$ cat src/rtl/accum_arbiter_if.sv
// Requester streams and tagged result port shared by accum_arbiter and its environment.
// master drives requests and consumes results; slave is the arbiter side.
interface accum_arbiter_if #(
    parameter int unsigned NUM_REQ   = 4,
    parameter int unsigned IN_WIDTH  = 8,
    parameter int unsigned OUT_WIDTH = 16,
    parameter int unsigned ID_WIDTH  = $clog2(NUM_REQ),
    parameter int unsigned CNT_WIDTH = 8
) ();

    logic [NUM_REQ-1:0]          req_valid;
    logic [NUM_REQ-1:0]          req_last;
    logic [NUM_REQ*IN_WIDTH-1:0] req_data;
    logic [NUM_REQ-1:0]          req_ready;

    logic                        res_valid;
    logic                        res_ready;
    logic [OUT_WIDTH-1:0]        res_data;
    logic [ID_WIDTH-1:0]         res_id;
    logic [CNT_WIDTH-1:0]        res_count;

    modport master (
        output req_valid,
        output req_last,
        output req_data,
        output res_ready,
        input  req_ready,
        input  res_valid,
        input  res_data,
        input  res_id,
        input  res_count
    );

    modport slave (
        input  req_valid,
        input  req_last,
        input  req_data,
        input  res_ready,
        output req_ready,
        output res_valid,
        output res_data,
        output res_id,
        output res_count
    );

endinterface

$ cat src/rtl/accum_arbiter.sv
// Round-robin sequencer sharing one registered accumulator between NUM_REQ packet requesters:
// grant, clear, stream beats, then return the tagged sum on a valid/ready result port.
module accum_arbiter #(
    parameter int unsigned NUM_REQ   = 4,
    parameter int unsigned IN_WIDTH  = 8,
    parameter int unsigned OUT_WIDTH = 16,
    parameter int unsigned ID_WIDTH  = $clog2(NUM_REQ),
    parameter int unsigned CNT_WIDTH = 8
) (
    input  logic                 clk,
    input  logic                 rst,
    accum_arbiter_if.slave       bus,
    output logic                 acc_clr,
    output logic                 acc_en,
    output logic [IN_WIDTH-1:0]  acc_data_in,
    input  logic [OUT_WIDTH-1:0] acc_data_out
);

    typedef enum logic [2:0] {
        StIdle,
        StClear,
        StStream,
        StDrain,
        StResult
    } state_e;

    state_e               state_q;
    logic [ID_WIDTH-1:0]  gnt_q;
    logic [ID_WIDTH-1:0]  ptr_q;
    logic [CNT_WIDTH-1:0] cnt_q;
    logic [NUM_REQ-1:0]   ready_q;
    logic                 clr_q;
    logic                 res_valid_q;
    logic [OUT_WIDTH-1:0] res_data_q;
    logic [ID_WIDTH-1:0]  res_id_q;
    logic [CNT_WIDTH-1:0] res_count_q;

    logic                 any_valid;
    logic [ID_WIDTH-1:0]  winner;
    logic [IN_WIDTH-1:0]  slice [NUM_REQ];
    logic                 gnt_valid;
    logic                 gnt_last;
    logic                 beat;
    logic [NUM_REQ-1:0]   gnt_onehot;

    for (genvar g = 0; g < NUM_REQ; g++) begin : g_slice
        assign slice[g] = bus.req_data[g*IN_WIDTH +: IN_WIDTH];
    end

    // Search upward from ptr+1 with wrap; the last requester visited is ptr itself.
    always_comb begin
        int unsigned idx;
        any_valid = 1'b0;
        winner    = '0;
        idx       = 0;
        for (int unsigned i = 1; i <= NUM_REQ; i++) begin
            idx = (32'(ptr_q) + i) % NUM_REQ;
            if (!any_valid && bus.req_valid[ID_WIDTH'(idx)]) begin
                any_valid = 1'b1;
                winner    = ID_WIDTH'(idx);
            end
        end
    end

    assign gnt_valid  = bus.req_valid[gnt_q];
    assign gnt_last   = bus.req_last[gnt_q];
    assign beat       = (state_q == StStream) && gnt_valid;
    assign gnt_onehot = NUM_REQ'(1) << gnt_q;

    assign acc_en      = beat;
    // The data mux follows gnt in every state but is forced quiet while reset is held.
    assign acc_data_in = rst ? slice[gnt_q] : '0;
    assign acc_clr     = clr_q;

    assign bus.req_ready = ready_q;
    assign bus.res_valid = res_valid_q;
    assign bus.res_data  = res_data_q;
    assign bus.res_id    = res_id_q;
    assign bus.res_count = res_count_q;

    always_ff @(posedge clk or negedge rst) begin
        if (!rst) begin
            state_q     <= StIdle;
            gnt_q       <= '0;
            ptr_q       <= ID_WIDTH'(NUM_REQ - 1);
            cnt_q       <= '0;
            ready_q     <= '0;
            clr_q       <= 1'b0;
            res_valid_q <= 1'b0;
            res_data_q  <= '0;
            res_id_q    <= '0;
            res_count_q <= '0;
        end else begin
            case (state_q)
                StIdle: begin
                    if (any_valid) begin
                        gnt_q   <= winner;
                        ptr_q   <= winner;
                        clr_q   <= 1'b1;
                        state_q <= StClear;
                    end
                end
                StClear: begin
                    clr_q   <= 1'b0;
                    cnt_q   <= '0;
                    ready_q <= gnt_onehot;
                    state_q <= StStream;
                end
                StStream: begin
                    if (beat) begin
                        cnt_q <= cnt_q + CNT_WIDTH'(1);
                        if (gnt_last) begin
                            ready_q <= '0;
                            state_q <= StDrain;
                        end
                    end
                end
                StDrain: begin
                    // The last beat landed in the accumulator on the previous edge.
                    res_data_q  <= acc_data_out;
                    res_id_q    <= gnt_q;
                    res_count_q <= cnt_q;
                    res_valid_q <= 1'b1;
                    state_q     <= StResult;
                end
                StResult: begin
                    if (bus.res_ready) begin
                        res_valid_q <= 1'b0;
                        state_q     <= StIdle;
                    end
                end
                default: begin
                    state_q <= StIdle;
                end
            endcase
        end
    end

endmodule

$ cat src/flat_wrapper.sv
// flat-port wrapper written by rule: the top's interface ports become plain ports
module accum_arbiter_flat 
#(
    parameter int unsigned NUM_REQ   = 4,
    parameter int unsigned IN_WIDTH  = 8,
    parameter int unsigned OUT_WIDTH = 16,
    parameter int unsigned ID_WIDTH  = $clog2(NUM_REQ),
    parameter int unsigned CNT_WIDTH = 8
)
  (clk, rst, acc_clr, acc_en, acc_data_in, acc_data_out, bus_req_valid, bus_req_last, bus_req_data, bus_res_ready, bus_req_ready, bus_res_valid, bus_res_data, bus_res_id, bus_res_count);
  accum_arbiter_if #(.NUM_REQ(NUM_REQ), .IN_WIDTH(IN_WIDTH), .OUT_WIDTH(OUT_WIDTH), .ID_WIDTH(ID_WIDTH), .CNT_WIDTH(CNT_WIDTH)) bus_i ();
  input  logic clk;
  input  logic rst;
  output logic acc_clr;
  output logic acc_en;
  output logic [IN_WIDTH-1:0] acc_data_in;
  input  logic [OUT_WIDTH-1:0] acc_data_out;
  input wire logic [$bits(bus_i.req_valid)-1:0] bus_req_valid;
  input wire logic [$bits(bus_i.req_last)-1:0] bus_req_last;
  input wire logic [$bits(bus_i.req_data)-1:0] bus_req_data;
  input wire logic [$bits(bus_i.res_ready)-1:0] bus_res_ready;
  output wire logic [$bits(bus_i.req_ready)-1:0] bus_req_ready;
  output wire logic [$bits(bus_i.res_valid)-1:0] bus_res_valid;
  output wire logic [$bits(bus_i.res_data)-1:0] bus_res_data;
  output wire logic [$bits(bus_i.res_id)-1:0] bus_res_id;
  output wire logic [$bits(bus_i.res_count)-1:0] bus_res_count;
  assign bus_i.req_valid = bus_req_valid;
  assign bus_i.req_last = bus_req_last;
  assign bus_i.req_data = bus_req_data;
  assign bus_i.res_ready = bus_res_ready;
  assign bus_req_ready = bus_i.req_ready;
  assign bus_res_valid = bus_i.res_valid;
  assign bus_res_data = bus_i.res_data;
  assign bus_res_id = bus_i.res_id;
  assign bus_res_count = bus_i.res_count;
  accum_arbiter #(.NUM_REQ(NUM_REQ), .IN_WIDTH(IN_WIDTH), .OUT_WIDTH(OUT_WIDTH), .ID_WIDTH(ID_WIDTH), .CNT_WIDTH(CNT_WIDTH)) u_core (.clk(clk), .rst(rst), .bus(bus_i), .acc_clr(acc_clr), .acc_en(acc_en), .acc_data_in(acc_data_in), .acc_data_out(acc_data_out));
endmodule
$ cat config.mk
export PLATFORM = sky130hd
export DESIGN_NAME = accum_arbiter_flat
export DESIGN_NICKNAME = d
export VERILOG_FILES = /design/src/rtl/accum_arbiter_if.sv /design/src/rtl/accum_arbiter.sv /design/src/flat_wrapper.sv
export SDC_FILE = /design/constraint.sdc
export NUM_CORES = 1
export LEC_CHECK = 0
export BUFFER_PORTS_ARGS = -buffer_cell sky130_fd_sc_hd__buf_2
export CAP_MARGIN = 20
export CORE_MARGIN = 10
export CORE_UTILIZATION = 29
export DETAILED_ROUTE_END_ITERATION = 10
export SLEW_MARGIN = 30
export SYNTH_ARGS = -nofsm -noshare
export SYNTH_HDL_FRONTEND = slang
export SYNTH_SLANG_ARGS = --single-unit
$ cat constraint.sdc
create_clock -name clk -period 3.1 [get_ports clk]
set_input_delay 0.155 -clock clk [delete_from_list [all_inputs] [get_ports clk]]
set_output_delay 0.155 -clock clk [all_outputs]
set_load 0.02 [all_outputs]
### Word level (Yosys, flattened, before mapping)

Index checks and enable logic that the tools add are counted.

* equality and inequality tests: 8
* shift operators: 1
* $add $sub $neg: 5
* multiplexer cells: 38
* $lt $le $gt $ge: 6
* reductions and logical operators: 17
* bitwise gates (word level): 1
* multipliers: 0
* div/mod/pow operators: 0

Operators by type and width (number)
* 8-bit two-way mux: 4
* 8-bit binary-select mux with 2-bit select: 1
* 8-bit case mux with 2 select lines: 1
* 2-bit by 3-bit less-than comparator with 1-bit output, second input constant: 5
* 3-bit case mux with 5 select lines: 1
* 1-bit binary-select mux with 2-bit select: 6
* 1-bit two-way mux: 12
* 3-bit two-way mux: 4
* 8-bit by 1-bit adder with 8-bit output, second input constant: 1
* 2-bit two-way mux: 4
* 4-bit two-way mux: 2
* 4-bit case mux with 2 select lines: 1
* 2-bit AND reduction: 4
* 3-bit by 2-bit == test with 1-bit output, second input constant: 2
* 2-bit nonzero test: 3
* 2-bit by 1-bit adder with 2-bit output, second input constant: 2
* 2-bit adder, second input constant: 2
* 1-bit logical AND: 4
* 2-bit by 1-bit inequality test with 1-bit output, second input constant: 2
* 2-bit inequality test, second input constant: 2
* 1-bit case mux with 2 select lines: 2
* 4-bit AND reduction: 1
* 1-bit by 2-bit left shift with 4-bit output, first input constant: 1
* 3-bit by 1-bit == test with 1-bit output, second input constant: 1
* other kinds (6): 8

* memories: 0
* flip-flop bits (word level): 47
* output and inout bits: 41
* bits of input ports: 59
* RAM bits: 0
* memory bits (read-only): 0
* logic and storage cells: 86
* bits in latches: 0

### Logic depth before layout (Yosys ltp)

* depth after elaboration: 15
* depth in mapped cells: 6
* depth with buffers taken out: 5

### Worst setup path after synthesis

No wires, ideal clock.

* kind: reg2out
* start: register u_core.gnt_q[0]
* end: output acc_data_in[3]
* buffers on the path: 2
* required time: 2.945 ns
* slack: 1.472 ns
* cell stages (with the launch flop): 5
* data arrival time: 1.473 ns
* cell sequence: dfrtp_1 -> buf_2 -> buf_2 -> mux4_2 -> and2_1

* longest elaborated chain between the ends: 5

Ends and longest elaborated chain
* start: declaration: line accum_arbiter.sv:28 `logic [ID_WIDTH-1:0] gnt_q;`
* start signal: assignment: line accum_arbiter.sv:97 `gnt_q <= winner;`
* 2-bit inverter with 3-bit output (not written as such): line accum_arbiter.sv:72 `assign acc_data_in = rst ? slice[gnt_q] : '0;`
* 8-bit binary-select mux with 2-bit select: line accum_arbiter.sv:72
* 8-bit two-way mux (not written as such) (2 in a row): line accum_arbiter.sv:72
* 8-bit two-way mux: line accum_arbiter.sv:72
* end: declaration: line flat_wrapper.sv:16 `output logic [IN_WIDTH-1:0] acc_data_in;`

No other way between the ends. The select of a mux whose other input is x is not followed.

### Worst setup path after layout

* start: register u_core.gnt_q[0]
* end: output acc_data_in[5]

Same word-level chain as after synthesis.

==> results.tsv <==
stage	metric	value	unit
run_status	status	complete, no violations	
synth	cell taking the most area after synthesis	dfrtp_1	
job	Max Cap Viol	0	
sta	final clock skew	0.0119	ns
synth	Syn Inst Count	192	
clocking	Reg clk slew, reported paths	0.10	ns
synth	share of the synthesized area in the top cell type	0.478	
layout	n_diodes	0	
placement	dpl hpwl	4780	um
setup_path	crit start category	flop	
die	# IOs	100	
routing	1st-pass router iterations	4	
synth	synth top area cells	dfrtp_1 48%, mux2_2 12%, mux4_2 8.6%, nand2_1 2.7%, and2_1 2.4%	
routing	vias	1903	
synth	#FFs+latches synth	47	
grt	antenna violations before repair	1	
setup_path	worst path required time	2.94	ns
synth	Commonest cells post-synth	45 x dfrtp_1, 25 x mux2_2, 17 x nand2_1	
layout	Net count, final	350	
layout	Post-Layout Inst Area	3040	um^2
synth	Mapped Area	2350	um^2
routing	vias per cell	4.84	
clocking	cts hold-fix bufs	1	
die	die area	12100	um^2
setup_path	crit path max fanout	18	
min_path	Hold Path Class	input pin to flop	
synth	Post-synth EDFFs	0	
power	Pleak	1.51	nW
die	Rows	32	
synth	count leader, synth	dfrtp_1	
clocking	cts repair resizes	0	
sta	max_slew headroom	0.469	
die	Die X	110	um
routing	Final ANT Viol Nets	0	
routing	DRC viols	0	
layout	layout cells sized above 1	0.519	
synth	FFs w/ async S/R, synth	1.00	
placement	placed instance area	2930	um^2
sta	Final Max Slew Viols	0	
routing	First DRT Iteration DRCs	54	
sta	RSZ-0062 raised after global routing	false	
synth	warnings from Yosys	0	
sta	final setup vio count	0	
setup_path	CP Class	flop to output port	
placement	GPL Wtd Cong	0.787	
clocking	postcts setup bufs	0	
die	Core ar.	7810	um^2
setup_path	largest stage delay on the critical path	0.87	ns
synth	Syn Area/Cell	12.3	um^2
synth	sequential cell area fraction in the yosys report	0.501	
die	Initial Util	0.301	
grt	first-pass GRT wire length	9870	um
sta	setup TNS	0	ns
placement	port bufs	99	
grt	Total GRT Usage	0.101	
grt	largest net degree at the start of global routing	40	
die	die span in y	110	um
sta	Final Hold Viols	0	
setup_path	CP max-delay cell	dfrtp_1	
clocking	maximum clock insertion buffer count	2	
setup_path	worst path arrival time	2.09	ns
clocking	CTS Root Cell	clkbuf_8	
setup_path	crit end category	output port	
routing	final WL	6180	um
clocking	clock latency on the worst-skew pair	0.30	ns
clocking	Clock Sinks	47	
clocking	CTS tree	built	
layout	Synth-to-Final Area Change	29.1	%
setup_path	CP Cell Sequence	mux4_2 > and2_1 > buf_2	
synth	total nets after synthesis	252	
routing	Wirelength per Cell	15.7	um
sta	final hold slack	0.0777	ns
clocking	Clock H-tree levels	2	
grt	vias in the first global route	1984	
grt	grt total ovfl	0	
sta	Max Clk Rate	0.446	GHz
power	pwr/cell area	917	nW/um^2
sta	Least-Margin Pin Slew	0.797	ns
power	Max IR drop VDD	0.000462	V
sta	fin crit period	2.24	ns
synth	Synth Flop Type	dfrtp_1	
synth	Synth cell types	44	
sta	Final period util	0.723	
clocking	TritonCTS buffer count	5	
## layout make-up
cell class | count | area [um^2]
timing repair buffer | 102 | 520
inverter | 5 | 21.3
clock buffer | 6 | 82.6
tap | 102 | 128
clock inverter | 2 | 16.3
multi-input combinational | 129 | 1090
sequential | 47 | 1180
fill | 789 | 4770
## cells by family (layout without fill, tap and decap cells)
logic type,Yosys count,count (layout),synth area share
compound gates,25,25,0.0787
fa+ha+maj,1,1,0.00532
mux,37,37,0.218
xor+xnor,3,3,0.0112
buf+inv,16,115,0.0351
flops,47,47,0.501
simple gates,63,63,0.150
## state kept, by name, summed over array words and instances (netlist names)
signal,count
u_core.cnt_q,8
u_core.bus.res_data,16
u_core.state_q,3
u_core.gnt_q,2
u_core.bus.req_ready,4
u_core.bus.res_id,2
u_core.ptr_q,2
u_core.bus.res_count,8
u_core.bus.res_valid,1
u_core.acc_clr,1
## routing by layer
metal  global-route usage  vias up  wire length, um
li1                     -      899                -
met2                0.166       79             2780
met3               0.0522        8              861
met5                    0        -               11
met1                0.116      915             2480
met4               0.0223        2               47
## cells in the final DEF (no fill, tap or decap), types with 2 or more instances in the layout
master and count:
buf_4 2, inv_1 4, clkbuf_8 6, o32a_1 2
dfrtp_1 45, xor2_1 2, and2_1 9, mux4_2 9
nand3b_1 2, nand3_1 3, and3_1 2, nand4_1 5
dfstp_2 2, a21oi_1 4, nand4b_1 2, a22o_1 2
a32o_1 2, o211ai_1 2, mux2i_1 3, nand2_1 17
o21ai_0 5, nor2_1 12, o31ai_1 2, mux2_2 25
buf_2 99
## power by group
| part | switching [mW] | total, mW | internal (mW) |
|---|---|---|---|
| clock | 0.216 | 0.398 | 0.182 |
| combinational | 0.691 | 1.29 | 0.600 |
| sequential | 0.247 | 1.10 | 0.850 |
## path summary, 6_finish.rpt
kind,startpoint,to,slack (ns),cells past startpoint
max in group asynchronous,rst,u_core.ptr_q[1],2.02,3
min in group asynchronous,rst,u_core.bus.req_ready[2],0.26,2
hold / removal,acc_data_out[0],u_core.bus.res_data[0],0.08,2
setup reg to reg,u_core.gnt_q[1],u_core.cnt_q[6],1.19,5
hold reg to reg,u_core.cnt_q[7],u_core.cnt_q[7],0.50,1
setup / recovery,u_core.gnt_q[0],acc_data_in[5],0.86,3
## critical path, delay by kind of cell, from the launching register on
kind          cells  cell delay [ns]
flops             1             0.87
mux               1             0.59
buf+inv           1             0.15
simple gates      1             0.16
## stage by stage
stage / setup WS [ns] / utilization / instances / total power [mW]
finish: 0.858 / 0.389 / 393 / 2.79
global route: 0.704 / 0.389 / 393 / 3.01
CTS: 0.833 / 0.389 / 393 / 2.85
detailed placement: 1.18 / 0.375 / 384 / 2.43
global placement: 1.21 / 0.375 / 384 / 2.40
floorplan: 1.47 / - / 192 / 2.03
(Power assumes the default switching activity.)
